<file path="src/rtl/uart_pkg.sv">
`default_nettype none
// +------------------------------------------------------------------+
// | Module   : uart_pkg                                              |
// | Brief    : Shared UART definitions (state encoding, line idle    |
// |            level, default frame geometry) for uart_tx/uart_rx.   |
// | Macros   : none                                                  |
// | Revision : 1.0 - initial release                                 |
// +------------------------------------------------------------------+
package uart_pkg;

  // Frame-level state encoding; PARITY is only reached when parity is built in.
  typedef enum logic [2:0] {
    ST_IDLE   = 3'd0,
    ST_START  = 3'd1,
    ST_DATA   = 3'd2,
    ST_PARITY = 3'd3,
    ST_STOP   = 3'd4
  } uart_state_e;

  localparam logic UART_IDLE_LEVEL    = 1'b1;
  localparam int   UART_DATA_BITS_DEF = 8;
  localparam int   UART_STOP_BITS_DEF = 1;

endpackage
`default_nettype wire

</file>
<file path="src/rtl/uart_tx_if.sv">
`default_nettype none
// +------------------------------------------------------------------+
// | Module   : uart_tx_if                                            |
// | Brief    : Baud tick, byte handshake and serial line bundle for  |
// |            the UART transmitter.                                 |
// | Macros   : none                                                  |
// | Revision : 1.0 - initial release                                 |
// +------------------------------------------------------------------+
interface uart_tx_if;
  logic       tick;
  logic [7:0] din;
  logic       din_valid;
  logic       din_ready;
  logic       txd;
  logic       busy;

  // Producer / parent side: drives the tick and the byte stream.
  modport master (output tick, din, din_valid, input din_ready, txd, busy);
  // Transmitter side.
  modport slave  (input tick, din, din_valid, output din_ready, txd, busy);
endinterface
`default_nettype wire

</file>
<file path="src/rtl/uart_tx_hold.sv">
`default_nettype none
// +------------------------------------------------------------------+
// | Module   : uart_tx_hold                                          |
// | Brief    : One-entry valid/ready holding register feeding the    |
// |            transmit shifter.                                     |
// | Macros   : none                                                  |
// | Revision : 1.0 - initial release                                 |
// +------------------------------------------------------------------+
module uart_tx_hold
  import uart_pkg::*;
#(
  parameter int WIDTH = UART_DATA_BITS_DEF
) (
  input  wire              clk,
  input  wire              rst,
  input  wire  [WIDTH-1:0] i_data,
  input  wire              i_valid,
  output logic             o_ready,
  input  wire              i_take,
  output logic             o_full,
  output logic [WIDTH-1:0] o_data
);

  logic             r_full;
  logic [WIDTH-1:0] r_data;

  // Load when empty; the consumer only takes when full, so load and take never coincide.
  always_ff @(posedge clk or posedge rst) begin
    if (rst) begin
      r_full <= 1'b0;
      r_data <= '0;
    end else if (i_valid && !r_full) begin
      r_full <= 1'b1;
      r_data <= i_data;
    end else if (i_take) begin
      r_full <= 1'b0;
    end
  end

  assign o_ready = !r_full;
  assign o_full  = r_full;
  assign o_data  = r_data;

endmodule
`default_nettype wire

</file>
<file path="src/rtl/uart_tx.sv">
`default_nettype none
// +------------------------------------------------------------------+
// | Module   : uart_tx                                               |
// | Brief    : Tick-paced UART transmitter, LSB first, with a        |
// |            one-byte holding register for gapless frames.         |
// | Macros   : UART_TX_PARITY_EN - insert a parity bit before stop   |
// | Revision : 1.0 - initial release                                 |
// +------------------------------------------------------------------+
module uart_tx
  import uart_pkg::*;
#(
  parameter int DATA_BITS  = UART_DATA_BITS_DEF,
  parameter int STOP_BITS  = UART_STOP_BITS_DEF,
  parameter int PARITY_ODD = 0
) (
  input wire       clk,
  input wire       rst,
  uart_tx_if.slave bus
);

  localparam logic [2:0] c_last_bit  = 3'(DATA_BITS - 1);
  localparam logic       c_last_stop = 1'(STOP_BITS - 1);
`ifdef UART_TX_PARITY_EN
  localparam logic       c_par_odd   = 1'(PARITY_ODD);
`endif

  uart_state_e          r_state, w_state_nxt;
  logic [DATA_BITS-1:0] r_shift, w_shift_nxt;
  logic [2:0]           r_bit_cnt, w_bit_cnt_nxt;
  logic                 r_stop_cnt, w_stop_cnt_nxt;
  logic                 r_txd, w_txd_nxt;
  logic                 w_take;
  logic                 w_hold_full;
  logic [DATA_BITS-1:0] w_hold_data;
  logic                 w_last_stop;
`ifdef UART_TX_PARITY_EN
  logic                 r_par, w_par_nxt;
`endif

  uart_tx_hold #(.WIDTH(DATA_BITS)) u_hold (
    .clk     (clk),
    .rst     (rst),
    .i_data  (bus.din[DATA_BITS-1:0]),
    .i_valid (bus.din_valid),
    .o_ready (bus.din_ready),
    .i_take  (w_take),
    .o_full  (w_hold_full),
    .o_data  (w_hold_data)
  );

  assign w_last_stop = (r_stop_cnt == c_last_stop);

  // State register; reset aborts any frame in flight.
  always_ff @(posedge clk or posedge rst) begin
    if (rst) r_state <= ST_IDLE;
    else     r_state <= w_state_nxt;
  end

  // Next state: everything advances only on a baud tick.
  always_comb begin
    w_state_nxt = r_state;
    if (bus.tick) begin
      case (r_state)
        ST_IDLE:  if (w_hold_full) w_state_nxt = ST_START;
        ST_START: w_state_nxt = ST_DATA;
        ST_DATA: begin
          if (r_bit_cnt == c_last_bit) begin
`ifdef UART_TX_PARITY_EN
            w_state_nxt = ST_PARITY;
`else
            w_state_nxt = ST_STOP;
`endif
          end
        end
`ifdef UART_TX_PARITY_EN
        ST_PARITY: w_state_nxt = ST_STOP;
`endif
        ST_STOP: begin
          if (w_last_stop) w_state_nxt = w_hold_full ? ST_START : ST_IDLE;
        end
        default: w_state_nxt = ST_IDLE;
      endcase
    end
  end

  // Datapath next values: TXD level for the coming interval, shifter, counters, hold unload.
  always_comb begin
    w_shift_nxt    = r_shift;
    w_bit_cnt_nxt  = r_bit_cnt;
    w_stop_cnt_nxt = r_stop_cnt;
    w_txd_nxt      = r_txd;
    w_take         = 1'b0;
`ifdef UART_TX_PARITY_EN
    w_par_nxt      = r_par;
`endif
    if (bus.tick) begin
      case (r_state)
        ST_IDLE, ST_STOP: begin
          if ((r_state == ST_STOP) && !w_last_stop) begin
            w_stop_cnt_nxt = r_stop_cnt + 1'b1;
            w_txd_nxt      = UART_IDLE_LEVEL;
          end else if (w_hold_full) begin
            // Start bit; the queued byte moves into the shifter on this edge.
            w_take      = 1'b1;
            w_shift_nxt = w_hold_data;
            w_txd_nxt   = 1'b0;
`ifdef UART_TX_PARITY_EN
            w_par_nxt   = (^w_hold_data) ^ c_par_odd;
`endif
          end else begin
            w_txd_nxt = UART_IDLE_LEVEL;
          end
        end
        ST_START: begin
          w_txd_nxt     = r_shift[0];
          w_bit_cnt_nxt = 3'd0;
        end
        ST_DATA: begin
          if (r_bit_cnt == c_last_bit) begin
`ifdef UART_TX_PARITY_EN
            w_txd_nxt      = r_par;
`else
            w_txd_nxt      = UART_IDLE_LEVEL;
            w_stop_cnt_nxt = 1'b0;
`endif
          end else begin
            w_shift_nxt   = {1'b0, r_shift[DATA_BITS-1:1]};
            w_bit_cnt_nxt = r_bit_cnt + 3'd1;
            w_txd_nxt     = r_shift[1];
          end
        end
`ifdef UART_TX_PARITY_EN
        ST_PARITY: begin
          w_txd_nxt      = UART_IDLE_LEVEL;
          w_stop_cnt_nxt = 1'b0;
        end
`endif
        default: w_txd_nxt = UART_IDLE_LEVEL;
      endcase
    end
  end

  // Datapath registers; TXD is registered so the line never glitches.
  always_ff @(posedge clk or posedge rst) begin
    if (rst) begin
      r_shift    <= '0;
      r_bit_cnt  <= 3'd0;
      r_stop_cnt <= 1'b0;
      r_txd      <= UART_IDLE_LEVEL;
`ifdef UART_TX_PARITY_EN
      r_par      <= 1'b0;
`endif
    end else begin
      r_shift    <= w_shift_nxt;
      r_bit_cnt  <= w_bit_cnt_nxt;
      r_stop_cnt <= w_stop_cnt_nxt;
      r_txd      <= w_txd_nxt;
`ifdef UART_TX_PARITY_EN
      r_par      <= w_par_nxt;
`endif
    end
  end

  assign bus.txd  = r_txd;
  assign bus.busy = (r_state != ST_IDLE) || w_hold_full;

endmodule
`default_nettype wire

</file>
<file path="src/flat_wrapper.sv">
// flat-port wrapper written by rule: the top's interface ports become plain ports
module uart_tx_flat import uart_pkg::*;
#(
  parameter int DATA_BITS  = UART_DATA_BITS_DEF,
  parameter int STOP_BITS  = UART_STOP_BITS_DEF,
  parameter int PARITY_ODD = 0
)
  (clk, rst, bus_tick, bus_din, bus_din_valid, bus_din_ready, bus_txd, bus_busy);
  uart_tx_if bus_i ();
  input wire clk;
  input wire rst;
  input wire logic [$bits(bus_i.tick)-1:0] bus_tick;
  input wire logic [$bits(bus_i.din)-1:0] bus_din;
  input wire logic [$bits(bus_i.din_valid)-1:0] bus_din_valid;
  output wire logic [$bits(bus_i.din_ready)-1:0] bus_din_ready;
  output wire logic [$bits(bus_i.txd)-1:0] bus_txd;
  output wire logic [$bits(bus_i.busy)-1:0] bus_busy;
  assign bus_i.tick = bus_tick;
  assign bus_i.din = bus_din;
  assign bus_i.din_valid = bus_din_valid;
  assign bus_din_ready = bus_i.din_ready;
  assign bus_txd = bus_i.txd;
  assign bus_busy = bus_i.busy;
  uart_tx #(.DATA_BITS(DATA_BITS), .STOP_BITS(STOP_BITS), .PARITY_ODD(PARITY_ODD)) u_core (.clk(clk), .rst(rst), .bus(bus_i));
endmodule
</file>
<file path="config.mk">
export PLATFORM = sky130hd
export DESIGN_NAME = uart_tx_flat
export DESIGN_NICKNAME = d
export VERILOG_FILES = /design/src/rtl/uart_pkg.sv /design/src/rtl/uart_tx_if.sv /design/src/rtl/uart_tx_hold.sv /design/src/rtl/uart_tx.sv /design/src/flat_wrapper.sv
export SDC_FILE = /design/constraint.sdc
export NUM_CORES = 1
export LEC_CHECK = 0
export CAP_MARGIN = 25
export CORE_ASPECT_RATIO = 0.75
export CORE_MARGIN = 2
export CORE_UTILIZATION = 65
export CTS_BUF_LIST = sky130_fd_sc_hd__clkbuf_2
export CTS_CLUSTER_SIZE = 10
export DETAILED_ROUTE_END_ITERATION = 8
export DONT_BUFFER_PORTS = 1
export GPL_ROUTABILITY_DRIVEN = 0
export MAX_ROUTING_LAYER = met4
export PLACE_DENSITY = 0.84
export SLEW_MARGIN = 20
export SYNTH_ARGS = -nofsm -noshare
export SYNTH_HDL_FRONTEND = slang
export SYNTH_SLANG_ARGS = --single-unit
</file>
<file path="constraint.sdc">
create_clock -name clk -period 5.6 [get_ports clk]
set_clock_uncertainty 0.1 [all_clocks]
set_input_delay 1.12 -clock clk [delete_from_list [all_inputs] [get_ports clk]]
set_output_delay 1.12 -clock clk [all_outputs]
set_load 0.03 [all_outputs]
</file>
Word level (Yosys, flattened, before mapping):

Cells that the tools add are included.

* add/sub/neg operators: 2
* mux-type cells: 24
* reduce and logical (&&, ||, !) cells: 14
* equality and inequality tests: 11

Operators with widths (number)
* 8-bit two-way mux: 3
* 8-bit case mux with 2 select lines: 1
* 1-bit two-way mux: 12
* 3-bit two-way mux: 4
* 3-bit case mux with 4 select lines: 1
* 2-bit inequality test (second input constant): 5
* 4-bit AND reduction: 2
* 3-bit equality test (second input constant): 2
* 3-bit case mux with 2 select lines: 1
* 2-bit nonzero test: 3
* 5-bit AND reduction: 1
* 2-bit by 1-bit inequality test with 1-bit output (second input constant): 2
* 3-bit by 1-bit adder with 3-bit output (second input constant): 1
* 3-bit by 1-bit equality test with 1-bit output (second input constant): 1
* 3-bit by 2-bit equality test with 1-bit output (second input constant): 1
* 3-bit logical NOT: 1
* 1-bit case mux with 3 select lines: 1
* 3-bit AND reduction: 1
* 3-bit nonzero test: 1
* 1-bit logical AND: 2
* 1-bit case mux with 2 select lines: 1
* 2-bit OR reduction: 1
* 1-bit adder (second input constant): 1
* 1-bit logical NOT: 1
* 1-bit logical OR: 1

* output and inout bits: 3
* register bits: 25
* logic and storage cells: 58

Depth between registers and ports, before layout:

* depth after elaboration: 7
* gate-level depth with buffers: 7
* mapped depth without buffers: 6

Cells and area by module:

Synthesis repeated with hierarchy kept, for this count alone.

* cells, all modules: 108
* area, all modules: 1308.8 um^2

By module, submodules not included
* uart_tx: area an instance 930.9 um^2, cells an instance 86, times used 1, sequential area each 401.6 um^2
* uart_tx_hold: area an instance 377.9 um^2, cells an instance 22, times used 1, sequential area each 225.2 um^2

Worst setup path before layout:

No wires, ideal clock.

* path type: input port to flip-flop
* start: input port bus_tick
* end: register u_core.r_shift[0]
* arrival: 1.984 ns
* setup slack: 3.389 ns
* path buffers: 2
* required time: 5.373 ns
* cell stages on the path: 6
* cells stage by stage: buf_4 > nor2b_4 > o211ai_4 > a31o_1 > buf_2 > o2bb2ai_1

* cells in the longest elaborated chain, start to end: 1

RTL lines
* start: declaration: line flat_wrapper.sv:12 `input wire logic [$bits(bus_i.tick)-1:0] bus_tick;`
* 5-bit AND reduction (no source line)
* end signal: assignment: line uart_tx.sv:154 `r_shift <= w_shift_nxt;`
* end: declaration: line uart_tx.sv:28 `logic [DATA_BITS-1:0] r_shift, w_shift_nxt;`

No other way between the ends.
A chain may end at the register's enable or synchronous reset.

Worst setup path in the final report:

* start: register u_core.r_state[1]
* end: output port bus_busy

* cells in the longest elaborated chain, start to end: 2

RTL lines
* start: declaration: line uart_tx.sv:27 `uart_state_e r_state, w_state_nxt;`
* start signal: assignment: line uart_tx.sv:56 `else r_state <= w_state_nxt;`
* 3-bit nonzero test: line uart_tx.sv:165 `assign bus.busy = (r_state != ST_IDLE) || w_hold_full;`
* 1-bit logical OR: line uart_tx.sv:165
* end: declaration: line flat_wrapper.sv:17 `output wire logic [$bits(bus_i.busy)-1:0] bus_busy;`

No other way between the ends.

==> impl_metrics.toml <==
[place]
placed_cells = 115
post_dp_cell_area_sq_um = 1189
dp_hpwl_mm = 1.480
portBuffers = 0

[synth]
syn-instance-count = 99
ys_seq_elements = 25
synthArstFlopShare_pct = 100.0
synth_edf_count = 0
synth_cell_types = 39
synth_seq_area_share_pct = 52.19
avgSynthCellArea_sq_um = 12.13
syn_area_sq_um = 1201
synthFlopType = "dfrtp_1"
ys_warn_count = 0
syn_nets = 113

[worst_hold_path]
hold_class = "flop to flop"
whs_path_depth = 1
whs_endpoint = "u_core.u_hold.o_data[0]$_DFFE_PP0P_"
hp-start = "u_core.u_hold.o_data[0]$_DFFE_PP0P_"

[worst_setup_path]
crit_fanout = 11
r2r_cells = 6
crit_arrival_ns = 1.45
critPathKind = "flop to primary output"
cp.required_ns = 4.38
cp-end-kind = "primary output"
setup.worst_path.start_class = "flop"
rrSetupSlack_ns = 3.64
timing.rr.end = "u_core.r_bit_cnt[0]$_DFFE_PP0P_"
reg2reg_from = "u_core.r_bit_cnt[0]$_DFFE_PP0P_"

[clock_network]
cts.sinks = 25
clk_latency_ns = 0.34
cts.hold.buffers_added = 0
cts_tree = "built"
cts_root_buf = "clkbuf_2"
cts_buffers = 3
clkSlewWorstSetupHoldPaths_ns = 0.21
htree_levels = 1
cts_resized = 0
post-cts-setup-buffers = 0
cts_max_path_buffers = 2

[pwr]
p_per_area_nw_per_um2 = 546.5
max-vdd-ir-drop_v = 0.0003603
p_leak_uw = 0.0005204

[timing]
final_hold_viol_count = 0
maxSlewViolCount = 0
fin_crit_sh_pct = 47.77
worst_pin_slew_ns = 0.9010
rsz0062_at_grt = "false"
setup_violations = 0
period_needed_ns = 2.675
relSlewSlack_pct = 39.87
fmax_ghz = 0.3738
tns_ns = 0

[drt]
routedWlPerCell_um = 17.03
wirelength_mm = 2.027
first_pass_iters = 4
viasPerCell = 6.605
drt-initial-drc-count = 17
via_count = 786
final_antenna_net_count = 0
drc = 0

[finish]
drive_above_1_share_pct = 18.56
syn_to_final_growth_pct = 0.6251
fillers = 135
stdcell_count = 119
nNetsFinal = 112
final_cell_area_sq_um = 1209
antenna-diode-count = 0

[global_routing]
grtUsageTotal_pct = 23.08
grt_pass1_vias = 744
grt_pass1_wl_mm = 3.339
antenna_found_initial = 0
grt.overflow.total = 0
grt_max_degree = 26

[status]
status = "complete, no violations"

[floorplanning]
coreArea_sq_um = 1740
rows = 13
dieArea_sq_um = 2211
start_util_pct = 69.02
die_w_um = 53.64
die_y_um = 41.23
ios = 15

[job]
drv_cap = 0
[state kept, by name, indices dropped and copies added, names as in the netlist]
signal / count
u_core.r_stop_cnt: 1
u_core.r_shift: 8
u_core.u_hold.o_full: 1
u_core.r_state: 3
u_core.r_bit_cnt: 3
u_core.bus.txd: 1
u_core.u_hold.o_data: 8
[metal layers]
layer	part of all wire (%)	global-route usage [%]
met5	0	-
met1	47	27.94
met3	6.4	8.759
met2	45	35.80
met4	1.0	8.333
[synthesized netlist by cell type, types with 2 or more instances]
| cell type | n | area (sq um) |
|---|---|---|
| a22o_1 | 2 | 17.52 |
| o21ai_2 | 2 | 17.52 |
| o2bb2ai_1 | 8 | 70.07 |
| buf_4 | 2 | 15.01 |
| nor2_1 | 5 | 18.77 |
| inv_1 | 3 | 11.26 |
| o21ai_0 | 2 | 10.01 |
| mux2_2 | 5 | 56.30 |
| ha_1 | 2 | 25.02 |
| a22oi_1 | 7 | 52.55 |
| o21ai_1 | 2 | 10.01 |
| dfrtp_1 | 24 | 600.6 |
| buf_2 | 2 | 10.01 |
| nand2_1 | 5 | 18.77 |
| o21a_1 | 2 | 15.01 |
| mux2_1 | 3 | 33.78 |
[cells by family (layout without fill, tap and decap cells)]
| kind of cell | Yosys count | in the layout | synth area share [%] |
|---|---|---|---|
| buffers and inverters | 10 | 8 | 4.582 |
| flip-flops | 25 | 25 | 52.19 |
| AND/OR/NAND/NOR | 20 | 20 | 10.00 |
| AO/OA/AOI/OAI | 33 | 33 | 22.40 |
| multiplexers | 9 | 9 | 8.749 |
| adder cells (fa/ha/maj) | 2 | 2 | 2.083 |
[placed cells by master (no fill, tap or decap), types with 2 or more instances in the layout]
master,n
ha_1,2
mux2_1,3
o21ai_2,2
o21ai_0,2
a22o_1,2
inv_1,3
a22oi_1,7
nand2_1,5
o2bb2ai_1,8
mux2_2,5
o21ai_1,2
clkbuf_2,4
o21a_1,2
dfrtp_1,24
nor2_1,5
[how the worst max path moves through the flow]
stage	startpoint	to	slack, ns
floorplan	bus_tick	u_core.r_shift[0]$_DFFE_PP0P_	3.39
global placement	bus_din_valid	u_core.u_hold.o_data[4]$_DFFE_PP0P_	3.30
detailed placement	bus_din_valid	u_core.u_hold.o_data[2]$_DFFE_PP0P_	3.28
CTS	u_core.r_state[1]$_DFFE_PP0P_	bus_busy	2.91
global route	u_core.r_state[1]$_DFFE_PP0P_	bus_busy	2.82
finish	u_core.r_state[1]$_DFFE_PP0P_	bus_busy	2.93
[final cells by class]
class                      instances  area [sq um]  share of cell area, %
sequential                        25         626.9                  51.86
multi-input combinational         64         519.2                  42.96
tap                               22         27.53                  2.277
clock buffer                       4         20.02                  1.656
inverter                           4         15.01                  1.242
[where the power goes]
group          total, uW  internal [uW]  switching (uW)
logic                251            122             129
clock network       69.4           18.9            50.5
registers            340            260            79.4
total                661            402             259
[critical path, cell delays in order, from the launching register on]
cell and delay, ns:
dfrtp_1 0.56, nor2_1 0.25, nand3_1 0.31
[through the flow]
stage	power (uW)	hold slack, ns	util [%]	setup slack (ns)
floorplan	557.1	0.3565	-	3.389
global placement	580.0	0.3736	68.30	3.300
detailed placement	596.2	0.3743	68.30	3.279
CTS	662.8	0.4243	69.45	2.911
global route	711.8	0.4359	69.45	2.816
finish	660.6	0.4225	69.45	2.925
Power figures use the tool's default switching activity.
